File: config.mk
export PLATFORM = sky130hd
export DESIGN_NAME = sys_ctrl_burst
export DESIGN_NICKNAME = d
export VERILOG_FILES = /design/src/rtl/sys_ctrl_burst.sv
export SDC_FILE = /design/constraint.sdc
export NUM_CORES = 1
export LEC_CHECK = 0
export BUFFER_PORTS_ARGS = -buffer_cell sky130_fd_sc_hd__buf_4
export CORE_MARGIN = 2
export CORE_UTILIZATION = 45
export DETAILED_ROUTE_END_ITERATION = 6
export GPL_ROUTABILITY_DRIVEN = 0
export GPL_TIMING_DRIVEN = 0
export MAX_ROUTING_LAYER = met4
export PLACE_DENSITY = 0.67
export RECOVER_POWER = 50
export SETUP_SLACK_MARGIN = 0.02
export SYNTH_ARGS = -nofsm -noshare
export SYNTH_HDL_FRONTEND = slang
export SYNTH_SLANG_ARGS = --single-unit
File: constraint.sdc
create_clock -name CLK -period 2.6 [get_ports CLK]
set_input_delay 0.13 -clock CLK [delete_from_list [all_inputs] [get_ports CLK]]
set_output_delay 0.13 -clock CLK [all_outputs]
set_load 0.01 [all_outputs]
File: src/rtl/sys_ctrl_burst.sv
// REF-domain system controller: decodes UART command frames into register-file,
// ALU and TX-handshake activity, with burst reads, inter-byte timeout and error flag.
module sys_ctrl_burst #(
    parameter int DATA_WIDTH     = 8,
    parameter int RF_ADDR        = 4,
    parameter int TIMEOUT_CYCLES = 1024
) (
    input  logic                    CLK,
    input  logic                    RST,
    input  logic [DATA_WIDTH-1:0]   RX_DATA,
    input  logic                    RX_VLD,
    input  logic                    TX_BUSY,
    output logic [DATA_WIDTH-1:0]   TX_DATA,
    output logic                    TX_VLD,
    output logic                    RF_WrEn,
    output logic                    RF_RdEn,
    output logic [RF_ADDR-1:0]      RF_Address,
    output logic [DATA_WIDTH-1:0]   RF_WrData,
    input  logic [DATA_WIDTH-1:0]   RF_RdData,
    input  logic                    RF_RdData_VLD,
    output logic                    ALU_EN,
    output logic [3:0]              ALU_FUN,
    input  logic [2*DATA_WIDTH-1:0] ALU_OUT,
    input  logic                    ALU_OUT_VLD,
    output logic                    CLKG_EN,
    output logic                    CLKDIV_EN,
    output logic                    FRAME_ERR
);

    localparam logic [DATA_WIDTH-1:0] CMD_WR  = DATA_WIDTH'(8'hAA);
    localparam logic [DATA_WIDTH-1:0] CMD_RD  = DATA_WIDTH'(8'hBB);
    localparam logic [DATA_WIDTH-1:0] CMD_ALU = DATA_WIDTH'(8'hCC);
    localparam logic [DATA_WIDTH-1:0] CMD_NOP = DATA_WIDTH'(8'hDD);
    localparam logic [DATA_WIDTH-1:0] CMD_BR  = DATA_WIDTH'(8'hEE);

    localparam int TW = (TIMEOUT_CYCLES > 1) ? $clog2(TIMEOUT_CYCLES) : 1;
    localparam logic [TW-1:0] TMAX = TW'(TIMEOUT_CYCLES - 1);

    typedef enum logic [3:0] {
        IDLE, WR_ADDR, WR_DATA, RD_ADDR, OPA, OPB, FUN, BR_ADDR, BR_CNT,
        RD_ISSUE, RD_WAIT, ALU_WAIT, TX_SEND, TX_HI, TX_LO
    } state_t;

    state_t                  state_q, state_n;
    logic [RF_ADDR-1:0]      addr_q, addr_n;
    logic [DATA_WIDTH-1:0]   cnt_q, cnt_n;
    logic [2*DATA_WIDTH-1:0] res_q, res_n;
    logic                    hi_pend_q, hi_pend_n;
    logic                    burst_q, burst_n;
    logic [TW-1:0]           timer_q, timer_n;
    logic                    timed;

    logic [DATA_WIDTH-1:0]   tx_data_n;
    logic                    tx_vld_n, wr_en_n, rd_en_n, ferr_n;
    logic [RF_ADDR-1:0]      rf_addr_n;
    logic [DATA_WIDTH-1:0]   wr_data_n;
    logic                    alu_en_n, clkg_n;
    logic [3:0]              alu_fun_n;

    always_comb begin
        state_n   = state_q;
        addr_n    = addr_q;
        cnt_n     = cnt_q;
        res_n     = res_q;
        hi_pend_n = hi_pend_q;
        burst_n   = burst_q;
        tx_data_n = TX_DATA;
        tx_vld_n  = 1'b0;
        wr_en_n   = 1'b0;
        rd_en_n   = 1'b0;
        ferr_n    = 1'b0;
        rf_addr_n = RF_Address;
        wr_data_n = RF_WrData;
        alu_en_n  = ALU_EN;
        alu_fun_n = ALU_FUN;
        clkg_n    = CLKG_EN;
        timed     = 1'b0;

        unique case (state_q)
            IDLE: begin
                if (RX_VLD) begin
                    unique case (1'b1)
                        RX_DATA == CMD_WR:  state_n = WR_ADDR;
                        RX_DATA == CMD_RD:  state_n = RD_ADDR;
                        RX_DATA == CMD_ALU: state_n = OPA;
                        RX_DATA == CMD_NOP: state_n = FUN;
                        RX_DATA == CMD_BR:  state_n = BR_ADDR;
                        default:            ferr_n  = 1'b1;
                    endcase
                end
            end
            WR_ADDR: begin
                timed = 1'b1;
                if (RX_VLD) begin
                    addr_n  = RX_DATA[RF_ADDR-1:0];
                    state_n = WR_DATA;
                end
            end
            WR_DATA: begin
                timed = 1'b1;
                if (RX_VLD) begin
                    wr_en_n   = 1'b1;
                    rf_addr_n = addr_q;
                    wr_data_n = RX_DATA;
                    state_n   = IDLE;
                end
            end
            RD_ADDR: begin
                timed = 1'b1;
                if (RX_VLD) begin
                    addr_n  = RX_DATA[RF_ADDR-1:0];
                    burst_n = 1'b0;
                    state_n = RD_ISSUE;
                end
            end
            OPA: begin
                timed = 1'b1;
                if (RX_VLD) begin
                    wr_en_n   = 1'b1;
                    rf_addr_n = '0;
                    wr_data_n = RX_DATA;
                    state_n   = OPB;
                end
            end
            OPB: begin
                timed = 1'b1;
                if (RX_VLD) begin
                    wr_en_n   = 1'b1;
                    rf_addr_n = RF_ADDR'(1);
                    wr_data_n = RX_DATA;
                    state_n   = FUN;
                end
            end
            FUN: begin
                timed = 1'b1;
                if (RX_VLD) begin
                    alu_fun_n = RX_DATA[3:0];
                    alu_en_n  = 1'b1;
                    clkg_n    = 1'b1;
                    state_n   = ALU_WAIT;
                end
            end
            BR_ADDR: begin
                timed = 1'b1;
                if (RX_VLD) begin
                    addr_n  = RX_DATA[RF_ADDR-1:0];
                    state_n = BR_CNT;
                end
            end
            BR_CNT: begin
                timed = 1'b1;
                if (RX_VLD) begin
                    if (RX_DATA == '0) begin
                        ferr_n  = 1'b1;
                        state_n = IDLE;
                    end else begin
                        cnt_n   = RX_DATA;
                        burst_n = 1'b1;
                        state_n = RD_ISSUE;
                    end
                end
            end
            RD_ISSUE: begin
                rd_en_n   = 1'b1;
                rf_addr_n = addr_q;
                state_n   = RD_WAIT;
            end
            RD_WAIT: begin
                if (RF_RdData_VLD) begin
                    res_n     = {{DATA_WIDTH{1'b0}}, RF_RdData};
                    hi_pend_n = 1'b0;
                    state_n   = TX_SEND;
                end
            end
            ALU_WAIT: begin
                if (ALU_OUT_VLD) begin
                    res_n     = ALU_OUT;
                    hi_pend_n = 1'b1;
                    burst_n   = 1'b0;
                    alu_en_n  = 1'b0;
                    clkg_n    = 1'b0;
                    state_n   = TX_SEND;
                end
            end
            TX_SEND: begin
                if (!TX_BUSY) begin
                    tx_vld_n  = 1'b1;
                    tx_data_n = res_q[DATA_WIDTH-1:0];
                    state_n   = TX_HI;
                end
            end
            TX_HI: begin
                timed = 1'b1;
                if (TX_BUSY) state_n = TX_LO;
            end
            TX_LO: begin
                timed = 1'b1;
                if (!TX_BUSY) begin
                    if (hi_pend_q) begin
                        hi_pend_n = 1'b0;
                        res_n     = res_q >> DATA_WIDTH;
                        state_n   = TX_SEND;
                    end else if (burst_q && cnt_q > DATA_WIDTH'(1)) begin
                        cnt_n   = cnt_q - DATA_WIDTH'(1);
                        addr_n  = addr_q + RF_ADDR'(1);
                        state_n = RD_ISSUE;
                    end else begin
                        burst_n = 1'b0;
                        state_n = IDLE;
                    end
                end
            end
            default: state_n = IDLE;
        endcase

        // Silence for the full window abandons the frame
        if (timed && TIMEOUT_CYCLES != 0 && timer_q == TMAX &&
            state_n == state_q) begin
            state_n   = IDLE;
            ferr_n    = 1'b1;
            alu_en_n  = 1'b0;
            clkg_n    = 1'b0;
            burst_n   = 1'b0;
            hi_pend_n = 1'b0;
        end

        timer_n = (state_n != state_q || !timed) ? '0 : timer_q + TW'(1);
    end

    always_ff @(posedge CLK) begin
        if (RST) begin
            state_q    <= IDLE;
            addr_q     <= '0;
            cnt_q      <= '0;
            res_q      <= '0;
            hi_pend_q  <= 1'b0;
            burst_q    <= 1'b0;
            timer_q    <= '0;
            TX_DATA    <= '0;
            TX_VLD     <= 1'b0;
            RF_WrEn    <= 1'b0;
            RF_RdEn    <= 1'b0;
            RF_Address <= '0;
            RF_WrData  <= '0;
            ALU_EN     <= 1'b0;
            ALU_FUN    <= '0;
            CLKG_EN    <= 1'b0;
            CLKDIV_EN  <= 1'b0;
            FRAME_ERR  <= 1'b0;
        end else begin
            state_q    <= state_n;
            addr_q     <= addr_n;
            cnt_q      <= cnt_n;
            res_q      <= res_n;
            hi_pend_q  <= hi_pend_n;
            burst_q    <= burst_n;
            timer_q    <= timer_n;
            TX_DATA    <= tx_data_n;
            TX_VLD     <= tx_vld_n;
            RF_WrEn    <= wr_en_n;
            RF_RdEn    <= rd_en_n;
            RF_Address <= rf_addr_n;
            RF_WrData  <= wr_data_n;
            ALU_EN     <= alu_en_n;
            ALU_FUN    <= alu_fun_n;
            CLKG_EN    <= clkg_n;
            CLKDIV_EN  <= 1'b1;
            FRAME_ERR  <= ferr_n;
        end
    end

endmodule

Yosys cells after proc, flatten, opt, wreduce, memory -nomap -nowiden
Index checks and enable logic that the tools add are counted.
Word-level totals
  logic and storage cells: 157
  flip-flop bits (word level): 74
  output and inout bits: 31
  input bits: 38
Operators by class
  eq/ne operators: 37
  order comparisons: 1
  multiplexer cells: 65
  bitwise operators: 3
  $add $sub $neg: 3
  reduce and logical (&&, ||, !) cells: 31
Operator list (count)
  two-way mux 4 bit: 25
  two-way mux 16 bit: 4
  one-hot mux 4 bit (15 select lines): 1
  one-hot mux 16 bit (3 select lines): 1
  == test 8 bit, second input constant: 5
  two-way mux 8 bit: 5
  == test 4 bit, second input constant: 7
  inequality test 2 bit, second input constant: 14
  two-way mux 1 bit: 21
  one-hot mux 4 bit (5 select lines): 1
  == test 4 x 3 -> 1 bit, second input constant: 4
  one-hot mux 4 bit (4 select lines): 1
  one-hot mux 8 bit (2 select lines): 1
  adder 10 x 1 -> 10 bit, second input constant: 1
  == test 10 bit, second input constant: 1
  AND reduction 5 bit: 2
  OR reduction 10 bit: 1
  == test 4 x 2 -> 1 bit, second input constant: 2
  > comparator 8 x 1 -> 1 bit, second input constant: 1
  zero test 8 bit: 1
  one-hot mux 4 bit (2 select lines): 1
  AND reduction 4 bit: 2
  AND reduction 8 bit: 1
  nonzero test 4 bit: 2
  other kinds (22): 35

Depth between registers and ports, before layout
  word-level depth: 12
  gate-level depth with buffers: 10
  mapped depth without buffers: 9

Least setup slack after synthesis
Ideal clock, no wire load.
  path kind: register to register
  from: reg state_q[0]
  to: reg state_q[0]
  data arrival time: 2.039 ns
  data required time: 2.509 ns
  library setup time: 0.091 ns
  path buffers: 1
  period minus slack after synthesis: 2.130 ns
  cell stages (with the launch flop): 9
  path slack: 0.470 ns
  cell sequence: dfxtp_1 -> buf_6 -> or4b_4 -> a41oi_4 -> nor4b_4 -> a32o_1 -> and3_4 -> nor3b_4 -> a311oi_1
Between the ends
  word-level cells in the longest chain between the ends: 6
  elaborated cells between the ends (all ways): 37
  those cells by class: 15 x eq/ne; 18 x mux; 4 x reduce/logical
Ends and longest elaborated chain
  start: declaration: line 44  | state_t state_q, state_n;
  start signal: assignment: line 251  | state_q <= state_n;
  one-hot mux 4 bit (5 select lines), or another cell as far along: line 82  | unique case (1'b1)
  two-way mux 4 bit or OR reduction 10 bit (tied branches)
  one-hot mux 4 bit (15 select lines) or two-way mux 1 bit (tied branches): line 79  | unique case (state_q)
  == test 4 bit or logical AND 1 bit (tied branches): line 218, 217
  logical AND 1 bit: line 217  | if (timed && TIMEOUT_CYCLES != 0 && timer_q == TMAX &&
  two-way mux 4 bit (*): line 217
Every way passes the cells marked *; elsewhere a longest branch is shown, timed or not.
A chain may end at the register's enable or synchronous reset.

Final worst setup path
  from: reg cnt_q[2]
  to: reg state_q[0]
Between the ends
  word-level cells in the longest chain between the ends: 9
Ends and longest elaborated chain
  start: declaration: line 46  | logic [DATA_WIDTH-1:0] cnt_q, cnt_n;
  start signal: assignment: line 253  | cnt_q <= cnt_n;
  > comparator 8 x 1 -> 1 bit (*): line 203  | end else if (burst_q && cnt_q > DATA_WIDTH'(1)) begin
  logical AND 1 bit (*): line 203
  two-way mux 4 bit (*): line 203
  two-way mux 4 bit (*): line 199  | if (hi_pend_q) begin
  two-way mux 4 bit (*): line 198  | if (!TX_BUSY) begin
  one-hot mux 4 bit (15 select lines) (*): line 79
  == test 4 bit: line 218  | state_n == state_q) begin
  logical AND 1 bit: line 217
  two-way mux 4 bit (*): line 217
Marked as above.

==> out/qor.yml <==
outcome:
  status: "finished, final reports clean"
logic_synthesis:
  ys_seq_area_frac: 0.399
  yosys.cell_types.count: 56
  postSynthCellCount: 465
  async_reset_ff_frac: 0
  yosysMostFrequentCell: "dfxtp_1"
  synth_largest_area_cell: "dfxtp_1"
  syn_nets: 507
  ys_top_cells_by_area: "dfxtp_1, a21oi_1, nor2_1, nand2_1, mux2i_1"
  synth_top_area_frac: 0.399
  synth_common_cells: "dfxtp_1, nor2_1, nand2_1, a21oi_1, o21ai_0"
  synth_warnings: 0
  syn-cell-area_um2: 3710
  synth_edf_count: 0
  ys_ff_latch: 74
  synth_top_flop_cell: "dfxtp_1"
  syn_avg_cell_area_um2: 7.98
layout:
  area_delta_synth_final_pct: 22.0
  fill_cells: 828
  seq_area_um2: 1480
  drive_gt1_frac: 0.151
  nNetsFinal: 588
  final_util: 0.559
  multiInputGateArea_um2: 2110
  diodes: 0
timing:
  worst_clock_skew_ns: 0.00847
  fmax_mhz: 399
  slew_viol_final: 0
  slew_headroom: 0.507
  tightest_slew_ns: 0.737
  fin_crit_ns: 2.50
  setup_viol: 0
  post-route-period-util: 0.963
  hold_violations: 0
  timing.hold.ws_ns: 0.0394
floorplanning:
  die_y_um: 94.8
  start_util: 0.458
  die_w_um: 94.8
  core_area_um2: 8090
  placementRows: 33
  io-pin-count: 69
  dieArea_um2: 8980
clock_network:
  numCtsBuffers: 9
  clk_latency_ns: 0.35
  clk_pin_slew_ns: 0.08
  clock-sinks: 74
  clk_path_buf_depth: 2
  postCtsHoldBufs: 0
  cts_tree: "yes"
  h-tree-depth: 3
  cts_root_buffer: "clkbuf_8"
worst_setup_path:
  critical-path-max-stage-delay_ns: 0.43
  r2r_cells: 8
  cp_max_fo: 4
  crit_chain: "or3_1 > o311ai_4 > nor4b_4 > nand2_1 > and3_4 > nor3b_4 > buf_4 > a311oi_2"
  crit_type: "flop to flop"
  crit_required_ns: 2.86
  r2r_end: "state_q[0]"
  crit_path_end_kind: "flop"
  arrival_ns: 2.76
  r2r_slack_ns: 0.1
  r2r-start: "cnt_q[2]"
  cp-start-kind: "flop"
  crit_path_top_delay_cell: "or3_1"
placement:
  dp_hpwl_um: 7650
  portBuffers: 67
detailed_routing:
  first_pass_iters: 5
  vias_per_cell: 5.69
  routedWlPerCell_um: 15.8
  wirelength_um: 10400
  ant_nets: 0
  drt_iter0_drc: 206
  vias: 3734
  drc: 0
grt:
  antenna_found_initial: 0
  grt-ovfl-total: 0
  grt_usage: 0.247
  grt_max_degree: 13
  grt_pass1_wl_um: 16800
  grt_pass1_vias: 3433
job:
  max-cap-violations: 0
worst_hold_path:
  hp-class: "input port to flop"
  holdCritStartpoint: "ALU_OUT[12]"
  worstHoldEndpoint: "res_q[12]"
  whs_path_depth: 3
power:
  p_per_area_nw_per_um2: 509
  peakVddDrop_mv: 0.362
  leakage_uw: 0.00167
-- final cells by class --
type	count	share of cell area
buffer	29	0.0293
clock buffer	12	0.0343
clock inverter	4	0.0163
inverter	6	0.00498
multi-input combinational	356	0.467
sequential	74	0.327
tap	105	0.0290
timing repair buffer	70	0.0913
-- registers in the layout, indices dropped and copies added, names as in the netlist, 4 cells and up --
register / cells
timer_q: 10
addr_q: 4
res_q: 16
cnt_q: 8
ALU_FUN: 4
state_q: 4
RF_WrData: 8
RF_Address: 4
TX_DATA: 8
-- critical path: cells and delay by family, from the launching register on --
kind | cells | cell delay, ns
and+or+nand+nor | 5 | 1.29
DFF | 1 | 0.34
buffers and inverters | 1 | 0.16
AOI/OAI and AO/OA | 2 | 0.63
-- logic make-up after synthesis --
family | synth area share
AO/OA/AOI/OAI | 0.220
XOR/XNOR | 0.0189
adder cells (fa/ha/maj) | 0.0135
buffers and inverters | 0.0405
flip-flops | 0.399
multiplexers | 0.0432
AND/OR/NAND/NOR | 0.265
-- report_power, final --
group | internal, uW | switching, uW
combinational | 56.6 | 74.3
clock | 594 | 439
sequential | 1140 | 1.35
total | 1790 | 515
-- cells in the final DEF, fill, tap and decap left out, types with 6 or more instances in the layout --
master,instances
inv_1,6
and2_1,6
nand3_1,19
dfxtp_1,74
a22oi_1,13
a21oi_1,53
nor3_1,8
buf_4,40
mux2i_1,16
o21ai_0,32
nand2_1,59
nand2b_1,7
nor2_1,63
clkbuf_8,11
clkbuf_1,50
-- worst max path at each step --
stage | startpoint | end | slack (ns) | cells after the start
2_1_floorplan | state_q[0] | state_q[0] | 0.47 | 8
5_1_grt | state_q[2] | state_q[0] | -0.02 | 9
3_3_place_gp | state_q[1] | state_q[0] | -0.09 | 9
6_report | cnt_q[2] | state_q[0] | 0.1 | 8
4_1_cts | state_q[1] | state_q[0] | 0.09 | 10
3_5_place_dp | state_q[1] | state_q[0] | -0.08 | 9
-- metrics by stage --
stage	cell area (um2)	TNS, ns	worst slack (ns)	power, uW	std cells
global placement	4340	-0.323	-0.0912	1290	637
CTS	4600	0	0.0921	2310	656
finish	4520	0	0.0954	2300	656
detailed placement	4340	-0.370	-0.0832	1290	637
floorplan	3710	0	0.470	1220	465
global route	4520	-0.0243	-0.0237	2360	656
-- layer usage --
metal / wire [um] / track usage
met1: 4650 / 0.319
met2: 4830 / 0.388
met5: 0 / -
met4: 259 / 0.0990
met3: 657 / 0.0383
-- what timing repair did --
item,4_1_cts,5_1_grt
endpoints found under the setup margin,17,45
pin swaps,3,2
setup buffers,3,0
gates resized for setup,1,14
(Power assumes the default switching activity.)
